File: src/rtl/get_const_arbiter.sv
// Round-robin arbiter that shares one 8-entry constant table between NREQ requesters.
// Winning lookups are captured into a single output slot that drains through a valid/ready channel.
module get_const_arbiter #(
    parameter int unsigned NREQ = 2,
    parameter int unsigned TAGW = 4,
    parameter int unsigned IDW  = 2
) (
    input  logic                 clk,
    input  logic                 rst_n,
    input  logic [NREQ-1:0]      req_valid,
    input  logic [3*NREQ-1:0]    req_sel,
    input  logic [TAGW*NREQ-1:0] req_tag,
    output logic [NREQ-1:0]      req_ready,
    output logic [2:0]           lut_sel,
    input  logic [7:0]           lut_data,
    output logic                 rsp_valid,
    input  logic                 rsp_ready,
    output logic [7:0]           rsp_data,
    output logic [IDW-1:0]       rsp_id,
    output logic [TAGW-1:0]      rsp_tag,
    output logic [15:0]          grant_cnt
);

    localparam int unsigned PW = IDW + 1;

    typedef enum logic {StEmpty, StFull} slot_e;

    slot_e           state_q, state_d;
    logic [IDW-1:0]  rr_ptr_q, rr_ptr_d;
    logic [IDW-1:0]  win;
    logic [PW-1:0]   win_sum, ptr_sum;
    logic            any_valid, slot_free, accept;
    logic [2*NREQ-1:0] rot;
    logic [2:0]      sel_w, lut_sel_q;
    logic [TAGW-1:0] tag_w, rsp_tag_q;
    logic [7:0]      rsp_data_q;
    logic [IDW-1:0]  rsp_id_q;
    logic [15:0]     grant_cnt_q;

    // Rotate so that bit 0 is the requester at rr_ptr; the first set bit is the winner.
    always_comb begin
        rot       = {req_valid, req_valid} >> rr_ptr_q;
        any_valid = 1'b0;
        win_sum   = '0;
        for (int k = 0; k < NREQ; k++) begin
            if (!any_valid && rot[k]) begin
                any_valid = 1'b1;
                win_sum   = {1'b0, rr_ptr_q} + PW'(k);
            end
        end
        if (win_sum >= PW'(NREQ)) begin
            win_sum = win_sum - PW'(NREQ);
        end
        win = win_sum[IDW-1:0];
    end

    always_comb begin
        sel_w = '0;
        tag_w = '0;
        for (int i = 0; i < NREQ; i++) begin
            if (win == IDW'(i)) begin
                sel_w = req_sel[3*i +: 3];
                tag_w = req_tag[TAGW*i +: TAGW];
            end
        end
    end

    assign slot_free = (state_q == StEmpty) || rsp_ready;
    assign accept    = any_valid && slot_free;
    assign lut_sel   = any_valid ? sel_w : lut_sel_q;

    always_comb begin
        req_ready = '0;
        for (int i = 0; i < NREQ; i++) begin
            req_ready[i] = rst_n && accept && (win == IDW'(i));
        end
    end

    always_comb begin
        ptr_sum  = {1'b0, win} + PW'(1);
        rr_ptr_d = rr_ptr_q;
        if (accept) begin
            rr_ptr_d = (ptr_sum >= PW'(NREQ)) ? '0 : ptr_sum[IDW-1:0];
        end
    end

    // Slot state register.
    always_ff @(posedge clk or negedge rst_n) begin
        if (!rst_n) begin
            state_q <= StEmpty;
        end else begin
            state_q <= state_d;
        end
    end

    // Slot next state: a refill wins over a drain in the same cycle.
    always_comb begin
        state_d = state_q;
        unique case (state_q)
            StEmpty: if (accept) state_d = StFull;
            StFull: begin
                if (accept) begin
                    state_d = StFull;
                end else if (rsp_ready) begin
                    state_d = StEmpty;
                end
            end
            default: state_d = StEmpty;
        endcase
    end

    // Slot outputs.
    always_comb begin
        rsp_valid = (state_q == StFull);
        rsp_data  = rsp_data_q;
        rsp_id    = rsp_id_q;
        rsp_tag   = rsp_tag_q;
        grant_cnt = grant_cnt_q;
    end

    always_ff @(posedge clk or negedge rst_n) begin
        if (!rst_n) begin
            rr_ptr_q    <= '0;
            lut_sel_q   <= '0;
            rsp_data_q  <= '0;
            rsp_id_q    <= '0;
            rsp_tag_q   <= '0;
            grant_cnt_q <= '0;
        end else begin
            rr_ptr_q  <= rr_ptr_d;
            lut_sel_q <= lut_sel;
            if (accept) begin
                rsp_data_q <= lut_data;
                rsp_id_q   <= win;
                rsp_tag_q  <= tag_w;
                if (grant_cnt_q != 16'hFFFF) begin
                    grant_cnt_q <= grant_cnt_q + 16'd1;
                end
            end
        end
    end

endmodule

File: config.mk
export PLATFORM = sky130hd
export DESIGN_NAME = get_const_arbiter
export DESIGN_NICKNAME = d
export VERILOG_FILES = /design/src/rtl/get_const_arbiter.sv
export SDC_FILE = /design/constraint.sdc
export NUM_CORES = 1
export LEC_CHECK = 0
export CORE_ASPECT_RATIO = 0.8
export CORE_MARGIN = 2
export CORE_UTILIZATION = 40
export CTS_CLUSTER_DIAMETER = 40
export CTS_CLUSTER_SIZE = 25
export DETAILED_ROUTE_END_ITERATION = 6
export GPL_TIMING_DRIVEN = 1
export PLACE_DENSITY_LB_ADDON = 0.2
export SLEW_MARGIN = 25
export SYNTH_ARGS = -nofsm -noshare
export SYNTH_HDL_FRONTEND = slang
export SYNTH_SLANG_ARGS = --single-unit
File: constraint.sdc
create_clock -name clk -period 5.9 [get_ports clk]
set_input_delay 0.59 -clock clk [delete_from_list [all_inputs] [get_ports clk]]
set_output_delay 0.59 -clock clk [all_outputs]
set_load 0.005 [all_outputs]
After elaboration in Yosys (flattened, before gate mapping). Cells that the tools add are included.

Add/sub/neg operators: 4. $lt $le $gt $ge: 2. Equal/unequal tests: 2. Shifts and indexed selects: 1. Multiplexer cells: 15. Bitwise gates (word level): 1. Reduce and logical (&&, ||, !) cells: 9.

Operator list (number): 16-bit by 1-bit adder with 16-bit output, second input constant (1); 16-bit inequality test, second input constant (1); 3-bit two-way mux (4); 4-bit two-way mux (2); 2-bit by 1-bit adder with 3-bit output, second input constant (2); 3-bit by 2-bit greater-or-equal comparator with 1-bit output, second input constant (2); 2-bit two-way mux (3); 1-bit logical AND (5); 1-bit two-way mux (5); 4-bit by 2-bit >> shifter with 2-bit output (1); 2-bit by 1-bit equality test with 1-bit output, second input constant (1); 2-bit logical NOT (1); 1-bit one-hot mux with 2 select lines (1); 2-bit AND reduction (1); 2-bit subtractor, second input constant (1); 1-bit logical NOT (1); 1-bit logical OR (1); 1-bit NOT (1).

Register bits: 36. Bits of input ports: 27. Output and inout port bits: 36. Word-level logic and storage cells: 41.

Depth between registers and ports, before layout. Gate-level depths: netlist of the first run.

Word-level depth: 11. Gate-level depth with buffers: 8. Gate-level depth less buffers: 8.

Worst setup path before layout of the first run. OpenSTA, ideal clock, no wires.

Path type: flip-flop to output port. Start: register rr_ptr_q[0]. End: output port lut_sel[0]. Data arrival time: 1.968 ns. Data required time: 5.310 ns. Path slack: 3.342 ns. Cell stages (with the launch flop): 9. Buffers on the path: 1. Cell sequence: dfrtp_1 ha_1 nor2b_1 o21ai_0 ha_1 clkbuf_1 nor2b_1 a22oi_1 o21ai_0.

Word-level cells in the longest chain between the ends: 11. Elaborated cells on any way between the ends: 16. Classes of those cells: add/sub: 2; order compare: 1; eq/ne: 1; shift: 1; mux: 8; reduce/logical: 3.

Ends and longest elaborated chain: start, declared (RTL line 29) `logic [IDW-1:0] rr_ptr_q, rr_ptr_d;`; start signal, assigned (RTL line 130) `rr_ptr_q <= rr_ptr_d;`; 4-bit by 2-bit >> shifter with 2-bit output (RTL line 42) `rot = {req_valid, req_valid} >> rr_ptr_q;`; 1-bit two-way mux (RTL line 46) `if (!any_valid && rot[k]) begin`; 1-bit logical NOT (RTL line 46); 1-bit logical AND (RTL line 46); 3-bit two-way mux (RTL line 46); 3-bit by 2-bit greater-or-equal comparator with 1-bit output / 2-bit subtractor (equally long branches) (RTL line 51, 52); 2-bit two-way mux (RTL line 51) `if (win_sum >= PW'(NREQ)) begin`; 2-bit logical NOT (RTL line 61) `if (win == IDW'(i)) begin`; 3-bit two-way mux (2 in series) (RTL line 61); 3-bit two-way mux * (RTL line 70) `assign lut_sel = any_valid ? sel_w : lut_sel_q;`; end, declared (RTL line 14) `output logic [2:0] lut_sel,`.

Mark *: on every way between the ends. The rest lies on a longest branch, timed or not.

Final worst setup path of the first run.
Start: input port req_valid[1]. End: output port lut_sel[2].

Word-level cells in the longest chain between the ends: 11. Elaborated cells on any way between the ends: 15. Classes of those cells: add/sub: 1; order compare: 1; eq/ne: 1; shift: 1; mux: 8; reduce/logical: 3.

Ends and longest elaborated chain: start, declared (RTL line 10) `input logic [NREQ-1:0] req_valid,`; 4-bit by 2-bit >> shifter with 2-bit output * (RTL line 42); 1-bit two-way mux (RTL line 46); 1-bit logical NOT (RTL line 46); 1-bit logical AND (RTL line 46); 3-bit two-way mux (RTL line 46); 3-bit by 2-bit greater-or-equal comparator with 1-bit output / 2-bit subtractor (equally long branches) (RTL line 51, 52); 2-bit two-way mux (RTL line 51); 2-bit logical NOT (RTL line 61); 3-bit two-way mux (2 in series) (RTL line 61); 3-bit two-way mux * (RTL line 70).

Marked as above.

==> results of run 1 <==
==> cells in the mapped netlist (2+ instances only) <==
master    instances  area, um2
a211oi_1          5      37.54
a21oi_1           2      10.01
a22oi_1           6      45.04
and3_1            4      25.02
clkbuf_1          4      15.01
dfrtp_1          36      900.9
ha_1              5      62.56
inv_1             3      11.26
mux2_1            2      22.52
nand2_1          48      180.2
nand2b_1          2      12.51
nand3_1           5      25.02
nand3_2           2      20.02
nand4_1           3      18.77
nor2_1            3      11.26
nor2b_1           3      18.77
nor3_1            3      15.01
nor4_1            2      12.51
nor4bb_1          2      20.02
o21ai_0          11      55.05
xor2_1           12      105.1
==> kinds of logic (layout without fill, tap and decap cells) <==
family	after synthesis	in the layout
adders and majority gates	5	5
buffers and inverters	7	74
and+or+nand+nor	83	83
DFF	36	36
xor gates and xnor gates	13	13
muxes	3	3
AOI/OAI and AO/OA	30	30
==> per-layer routing <==
metal | routed length, um | vias to the layer above | part of all wire
met2 | 1681 | 55 | 0.42
met5 | 0 | - | 0
met3 | 312 | 7 | 0.079
met1 | 1910 | 685 | 0.48
met4 | 60 | 0 | 0.015
li1 | - | 743 | -
==> state kept, by name (all words and copies together), names as in the netlist <==
signal and flops:
rsp_tag 4, grant_cnt 16, rsp_id 2, lut_sel_q 3, rsp_data 8, rr_ptr_q 2, rsp_valid 1
==> layout make-up <==
class / instances / area (um2)
clock buffers: 8 / 90.09
fillers: 384 / 1670
inverters: 3 / 11.26
multi-input cells: 134 / 837.1
flip-flops and latches: 36 / 900.9
well taps: 57 / 71.32
repair buffers: 63 / 623.1
==> worst paths after layout <==
check | endpoint | depth (start not counted) | slack, ps
setup / recovery | lut_sel[2] | 8 | 2000
hold reg to reg | rsp_data[1] | 2 | 480
setup reg to reg | lut_sel_q[2] | 7 | 3630
min in group clk | rsp_data[1] | 2 | 480
max in group asynchronous | rsp_data[2] | 2 | 5230
hold / removal | rsp_data[4] | 2 | 340
==> placed cells by master, fill, tap and decap left out, drive strengths merged, types with 3 or more instances in the layout <==
master         netlist  routed
clkdlybuf4s50        0      61
nand2               48      48
dfrtp               36      36
xor2                12      12
o21ai               12      12
clkbuf               4       8
nand3                7       7
a22oi                6       6
a211oi               5       5
ha                   5       5
and3                 5       5
inv                  3       3
nor2                 3       3
nor2b                3       3
nor3                 3       3
nand4                3       3
a21oi                3       3
mux2                 3       3
nor4                 3       3
==> power groups by stage <==
stage                     combinational, mW  sequential [mW]  clock [mW]
after floorplan                      0.0996            0.353           0
after global placement                0.243            0.356           0
after detailed placement              0.245            0.357           0
after CTS                             0.247            0.353       0.186
after global routing                  0.269            0.362       0.197
final                                 0.244            0.352       0.179
==> stage by stage <==
step	utilization	instance area (um2)
after floorplan	-	1757
after global placement	0.5795	2436
after detailed placement	0.5795	2436
after CTS	0.6009	2526
after global routing	0.6027	2534
final	0.6027	2534
==> flow_summary.json, run 1 <==
{
  "status": "finished clean",
  "syn_nets": 209,
  "critical_path.slowest_cell": "clkdlybuf4s50_1",
  "max_stage_delay_ps": 550,
  "netSwitchingPower_mw": 0.2365,
  "max_slew_margin": 0.5284,
  "postCtsSetupRepairBufs": 0,
  "antenna_found_initial": 0,
  "design.portCount": 63,
  "setup_ws_ps": 1997,
  "num_antenna_cells": 0,
  "r2r_start": "rr_ptr_q[0]",
  "use_met2": 0.2608,
  "grt_use_met3": 0.05731,
  "crit_start": "req_valid[1]",
  "cts_tree": "built",
  "crit_fanout": 7,
  "total_power_mw": 0.7747,
  "grt_pass1_wl_um": 6658,
  "final.min_clock_period_ps": 3903,
  "grt-busiest-layer": "met2",
  "max_freq_ghz": 0.2562,
  "ys_ff_latch": 36,
  "via_per_inst": 4.950,
  "endpoint_kind": "output pin",
  "critPathTopFamily": "buffers and inverters",
  "gr-usage-all-layers": 0.1731,
  "synth_xor_area_frac": 0.06481,
  "drtPass1Iterations": 4,
  "power_density_nw_per_um2": 305.8,
  "cp-start-kind": "input port",
  "ant_nets": 0,
  "cp_data_required_time_ps": 5310,
  "avgSynthCellArea_um2": 9.925,
  "vdd_drop_max_v": 0.0001599,
  "finalSetupViolCount": 0,
  "rsz0062_at_grt": "false",
  "cp_data_arrival_time_ps": 3310,
  "drive_gt1_frac": 0.06967,
  "ys_warn_count": 0,
  "comb_power_share": 0.314,
  "io_buffers": 62,
  "fin_cells": 301,
  "syn_inst": 177,
  "hp-class": "in -> async",
  "p_seq_frac": 0.455,
  "synth-simple-area-share": 0.2365,
  "cts_root_buf": "clkbuf_8",
  "path_class": "in -> out",
  "vias": 1490,
  "clk_pin_slew_ps": 70,
  "drv_cap": 0,
  "p_sw_frac": 0.3053,
  "seq_area_frac_synth": 0.5128,
  "gr-usage-met1": 0.2346,
  "synth_fa_ha_area_frac": 0.03561,
  "cts_resized": 0,
  "dp.final_hpwl_um": 2845,
  "die_y_um": 63.28,
  "async_flop_share": 1.000,
  "clock_sinks": 36,
  "grt_max_degree": 39,
  "route.detailed.drc": 0,
  "rows": 21,
  "synth-compound-area-share": 0.1140,
  "die_w_um": 78.09,
  "cts_max_level": 2,
  "initial_core_util": 0.4179,
  "wl_per_cell_um": 13.17,
  "clock_latency_ps": 280,
  "clockPowerShare": 0.231,
  "power.leakage_nw": 1.110,
  "path_cells": "clkdlybuf4s50_1, nor3b_1, o21ai_0, ha_1, nor2b_1, a22oi_1, o21ai_0, clkdlybuf4s50_1",
  "finalMaxSlewViolations": 0,
  "ctsHoldBuffers": 0,
  "hold_violations": 0,
  "clk_path_buf_depth": 2,
  "worst_pin_slew_ps": 704.8,
  "core_area_um2": 4204,
  "layout.nets": 275,
  "grt_pass1_vias": 1450,
  "synth_area_um2": 1757,
  "drt-total-wl_um": 3964,
  "synth_edf_count": 0,
  "setup_tns_ps": 0,
  "layout-area-overhead-vs-synth_pct": 44.23,
  "drt_iter0_drc": 90,
  "synthFlopType": "dfrtp_1",
  "routabilityCongestion": 0.8125,
  "critPathBufInv": 2,
  "period_share": 0.6616,
  "power.internal_mw": 0.5382,
  "finalHoldWorstSlack_ps": 338.9,
  "dp_slack_ps": 2026,
  "die-area_um2": 4941,
  "placed_cells": 293,
  "synth_top_family_by_area": "simple AND/OR/NAND/NOR gates",
  "grt_overflow": 0,
  "finClkSkew_ps": 3.711,
  "synth_mux_area_frac": 0.02137,
  "synth_cell_types": 35,
  "numCtsBuffers": 5
}
Note: power is estimated with default switching activity, not from simulation.
==> run 2: changes to the inputs <==
==> constraint.sdc (replaced) <==
create_clock -name clk -period 4.05 [get_ports clk]
set_input_delay 0.405 -clock clk [delete_from_list [all_inputs] [get_ports clk]]
set_output_delay 0.405 -clock clk [all_outputs]
set_load 0.005 [all_outputs]
==> run 2 against run 1 <==
Against the previous run: global-route usage is 1.3 points higher; register-to-register slack got worse by 1800 ps; largest power group unchanged; critical path depth stayed put; clock power rose by 49%; core utilization up 0.33 points; largest cell class unchanged; cell count grew 0.66%; clock skew is 9.9 ps higher; first-iteration DRC count rose by 36%; combinational power is 46% higher; count of clock-buffer cells in the layout fell by 1.
==> flow_summary.json, run 2 (synthesis results as in run 1) <==
{
  "ctsHoldBuffers": 1,
  "wl_per_cell_um": 13.40,
  "power_density_nw_per_um2": 446.5,
  "drt_iter0_drc": 122,
  "path_class": "in -> out",
  "io_buffers": 62,
  "endpoint_kind": "output pin",
  "fin_cells": 303,
  "critical_path.slowest_cell": "clkdlybuf4s50_1",
  "hold_violations": 0,
  "cts_resized": 0,
  "largest_register_ffs": 16,
  "hp-class": "in -> async",
  "setup_ws_ps": 569.5,
  "numCtsBuffers": 5,
  "route.detailed.drc": 0,
  "finalSetupViolCount": 0,
  "gr-usage-all-layers": 0.1861,
  "finClkSkew_ps": 13.63,
  "drtPass1Iterations": 4,
  "critPathBufInv": 2,
  "placed_cell_area_um2": 2444,
  "period_share": 0.8594,
  "antenna_found_initial": 0,
  "rsz0062_at_grt": "false",
  "dp.final_hpwl_um": 2978,
  "cts_max_level": 2,
  "cp.depth": 8,
  "cts_root_buf": "clkbuf_8",
  "vias": 1505,
  "power.leakage_nw": 1.116,
  "routabilityCongestion": 0.7862,
  "rows": 21,
  "final.min_clock_period_ps": 3481,
  "path_cells": "clkdlybuf4s50_1, nor3b_1, o21ai_0, ha_1, nor2b_1, a22oi_1, o21ai_0, clkdlybuf4s50_1",
  "crit_fanout": 7,
  "vdd_drop_max_v": 0.0002771,
  "fin_area_um2": 2547,
  "max_slew_margin": 0.5629,
  "grt_max_degree": 36,
  "grt_overflow": 0,
  "wl_met3_um": 323,
  "clock_sinks": 36,
  "met1_length_um": 1919,
  "dp_slack_ps": 565.3,
  "r2r_cells": 7,
  "initial_core_util": 0.4179,
  "final_cell_mix": "clkdlybuf4s50_1 (61), nand2_1 (48), dfrtp_1 (36)",
  "fill_cells": 389,
  "finalMaxSlewViolations": 0,
  "finalHoldWorstSlack_ps": 457.0,
  "max_freq_ghz": 0.2873,
  "die_w_um": 78.09,
  "setup_tns_ps": 0,
  "drive_gt1_frac": 0.07724,
  "cts_tree": "built",
  "max_stage_delay_ps": 550,
  "final_common_cell": "clkdlybuf4s50_1",
  "grt_pass1_vias": 1469,
  "core_area_um2": 4204,
  "die-area_um2": 4941,
  "grt_pass1_wl_um": 7024,
  "clock_latency_ps": 290,
  "cp_data_arrival_time_ps": 3080,
  "die_y_um": 63.28,
  "clk_pin_slew_ps": 80,
  "placed_cells": 294,
  "ant_nets": 0,
  "worst_pin_slew_ps": 652.8,
  "postCtsSetupRepairBufs": 0,
  "via_per_inst": 4.967,
  "clk_path_buf_depth": 2,
  "layout.nets": 277,
  "status": "finished clean",
  "drt-total-wl_um": 4059,
  "cp-start-kind": "input port",
  "design.portCount": 63,
  "layout-area-overhead-vs-synth_pct": 45.01,
  "critPathTopFamily": "buffers and inverters",
  "num_antenna_cells": 0,
  "dr_wl_met2_um": 1707,
  "top_layer": "met4",
  "drv_cap": 0,
  "cp_data_required_time_ps": 3640
}
## run 2: metal layers
metal / GRT usage / vias to the layer above
li1: - / 751
met1: 0.2528 / 698
met2: 0.2532 / 46
met3: 0.09026 / 10
met4: 0.07456 / 0
met5: 0 / -
## run 2: final timing paths
check | startpoint | to | slack, ps
max | req_valid[1] | lut_sel[2] | 570
min | rst_n | rsp_id[0] | 460
max reg2reg | rr_ptr_q[0] | lut_sel_q[2] | 1780
min reg2reg | rsp_data[4] | rsp_data[4] | 480
max in group asynchronous | rst_n | grant_cnt[14] | 2960
min in group clk | rsp_data[4] | rsp_data[4] | 480
## run 2: stage by stage
step | total power [mW] | utilization
2_1_floorplan | 0.6596 | -
3_3_place_gp | 0.8744 | 0.5813
3_5_place_dp | 0.8792 | 0.5813
4_1_cts | 1.152 | 0.6060
5_1_grt | 1.224 | 0.6060
6_report | 1.138 | 0.6060
## run 2: report_power, final
part | total, mW | leakage [nW] | switching, mW | internal (mW)
logic | 0.357 | 0.626 | 0.144 | 0.213
registers | 0.514 | 0.446 | 0.0807 | 0.433
clock network | 0.266 | 0.0445 | 0.128 | 0.138
## run 2: final cells by class
cell class	instances	area, um2	area share
flip-flops and latches	36	900.9	0.3536
clock buffers	7	86.33	0.03389
repair buffers	65	640.6	0.2515
multi-input cells	134	829.5	0.3256
inverters	3	11.26	0.004420
clock inverters	1	7.507	0.002947
well taps	57	71.32	0.02800
==> run 3: changes to the inputs <==
--- a/config.mk
+++ b/config.mk
@@ -5,7 +5,7 @@
 export SDC_FILE = /design/constraint.sdc
 export NUM_CORES = 1
 export LEC_CHECK = 0
-export CORE_ASPECT_RATIO = 0.8
+export CORE_ASPECT_RATIO = 1.4
 export CORE_MARGIN = 2
 export CORE_UTILIZATION = 40
 export CTS_CLUSTER_DIAMETER = 40
==> constraint.sdc (replaced) <==
create_clock -name clk -period 2.9 [get_ports clk]
set_input_delay 0.29 -clock clk [delete_from_list [all_inputs] [get_ports clk]]
set_output_delay 0.29 -clock clk [all_outputs]
set_load 0.005 [all_outputs]
==> run 3 against run 2 <==
Against the previous run: largest power group unchanged; sequential power rose by 41%; largest cell class unchanged; worst setup slack got worse by 400 ps; critical endpoint is now lut_sel[0]; wire length rose by 3.4%; power rose by 41%; critical path type is now reg -> out; hold slack worse by 25 ps; via count up 2.2%; sequential share of layout area down 1.2 points; critical path depth increased by 1.
==> flow_summary.json, run 3 (synthesis results as in run 1) <==
{
  "status": "finished clean",
  "gr-usage-all-layers": 0.1761,
  "setup_ws_ps": 168.3,
  "final.min_clock_period_ps": 2732,
  "fin_cells": 316,
  "dp.final_hpwl_um": 3023,
  "grt_overflow": 0,
  "final_common_cell": "clkdlybuf4s50_1",
  "num_antenna_cells": 0,
  "die_y_um": 82.41,
  "wl_per_cell_um": 13.28,
  "hp-class": "in -> async",
  "crit_start": "rr_ptr_q[0]",
  "clock_latency_ps": 290,
  "endpoint_kind": "output pin",
  "r2r_start": "grant_cnt[1]",
  "finalMaxSlewViolations": 0,
  "grt_pass1_vias": 1375,
  "fin_area_um2": 2643,
  "power.leakage_nw": 1.197,
  "setup_tns_ps": 0,
  "dp_slack_ps": 27.67,
  "worst_pin_slew_ps": 683.4,
  "reg2reg_slack_ps": 920,
  "path_class": "reg -> out",
  "cp-start-kind": "register",
  "routabilityCongestion": 0.7843,
  "max_slew_margin": 0.5427,
  "cp_data_required_time_ps": 2610,
  "largest_register_ffs": 16,
  "vias": 1538,
  "die_w_um": 60.01,
  "drt-total-wl_um": 4196,
  "finalSetupViolCount": 0,
  "grt_pass1_wl_um": 6444,
  "placed_cell_area_um2": 2500,
  "route.detailed.drc": 0,
  "design.portCount": 63,
  "final_util": 0.6234,
  "register_area_um2": 902.1,
  "fill_cells": 360,
  "clk_path_buf_depth": 2,
  "io_buffers": 62,
  "cts_max_level": 2,
  "hold_violations": 0,
  "core_area_um2": 4239,
  "drt_iter0_drc": 41,
  "vdd_drop_max_v": 0.0004432,
  "clk_pin_slew_ps": 70,
  "drive_gt1_frac": 0.1250,
  "finalHoldWorstSlack_ps": 431.8,
  "grt_max_degree": 28,
  "drv_cap": 0,
  "rsz0062_at_grt": "false",
  "cp_data_arrival_time_ps": 2440,
  "final_cell_mix": "clkdlybuf4s50_1 (59), nand2_1 (48), dfrtp_1 (35)",
  "finClkSkew_ps": 6.050,
  "power_density_nw_per_um2": 609.0,
  "period_share": 0.9420,
  "crit_path_end": "lut_sel[0]",
  "r2r_cells": 5,
  "placed_cells": 304,
  "cts_tree": "built",
  "layout-area-overhead-vs-synth_pct": 50.43,
  "initial_core_util": 0.4144,
  "die-area_um2": 4945,
  "total_power_mw": 1.609,
  "max_freq_ghz": 0.3661,
  "numCtsBuffers": 5,
  "rows": 28,
  "cts_root_buf": "clkbuf_8",
  "layout.nets": 287,
  "drtPass1Iterations": 4,
  "r2r_end": "grant_cnt[14]",
  "antenna_found_initial": 0,
  "clock_sinks": 36,
  "crit_fanout": 6,
  "via_per_inst": 4.867,
  "multi_input_area_um2": 840.8,
  "ant_nets": 0
}
-- run 3: worst min path at each step --
stage / slack (ps) / cells after the start / from / end
after floorplan: -6 / 0 / rst_n / grant_cnt[0]
after global placement: 200 / 1 / rst_n / rsp_tag[1]
after detailed placement: 210 / 1 / rst_n / lut_sel_q[2]
after CTS: 430 / 2 / rst_n / lut_sel_q[2]
after global routing: 460 / 2 / rst_n / lut_sel_q[2]
final: 430 / 2 / rst_n / lut_sel_q[2]
-- run 3: power breakdown --
group          internal, mW  switching [mW]
Clock                 0.189           0.178
Sequential            0.606           0.117
Combinational         0.315           0.204
-- run 3: critical path, stage by stage (launching register included) --
cell and delay (ps):
dfrtp_2 420, ha_1 300, nor2b_1 140, o21ai_2 90
ha_1 220, nor2b_1 110, buf_4 140, a22oi_1 60
o21ai_1 150, clkdlybuf4s50_1 520
-- run 3: per-layer routing --
| layer | global-route usage | vias up | routed length [um] |
|---|---|---|---|
| met1 | 0.2062 | 720 | 1817 |
| met5 | 0 | - | 0 |
| li1 | - | 770 | - |
| met2 | 0.3000 | 42 | 2144 |
| met4 | 0.07111 | 0 | 48 |
| met3 | 0.04829 | 6 | 186 |
-- run 3: what timing repair did --
| action | in CTS | in global routing |
|---|---|---|
| endpoints found under the hold margin | 11 | 0 |
| setup buffers | 0 | 3 |
| pin swaps | 0 | 1 |
| resized for setup | 3 | 5 |
| endpoints found under the setup margin | 3 | 3 |
| hold buffers | 1 | 0 |
-- run 3: area by class of cell --
type | instances | area share
clock buffers | 6 | 0.03125
clock inverters | 2 | 0.003788
inverters | 3 | 0.004261
multi-input cells | 134 | 0.3182
flip-flops and latches | 36 | 0.3414
well taps | 60 | 0.02841
repair buffers | 75 | 0.2727
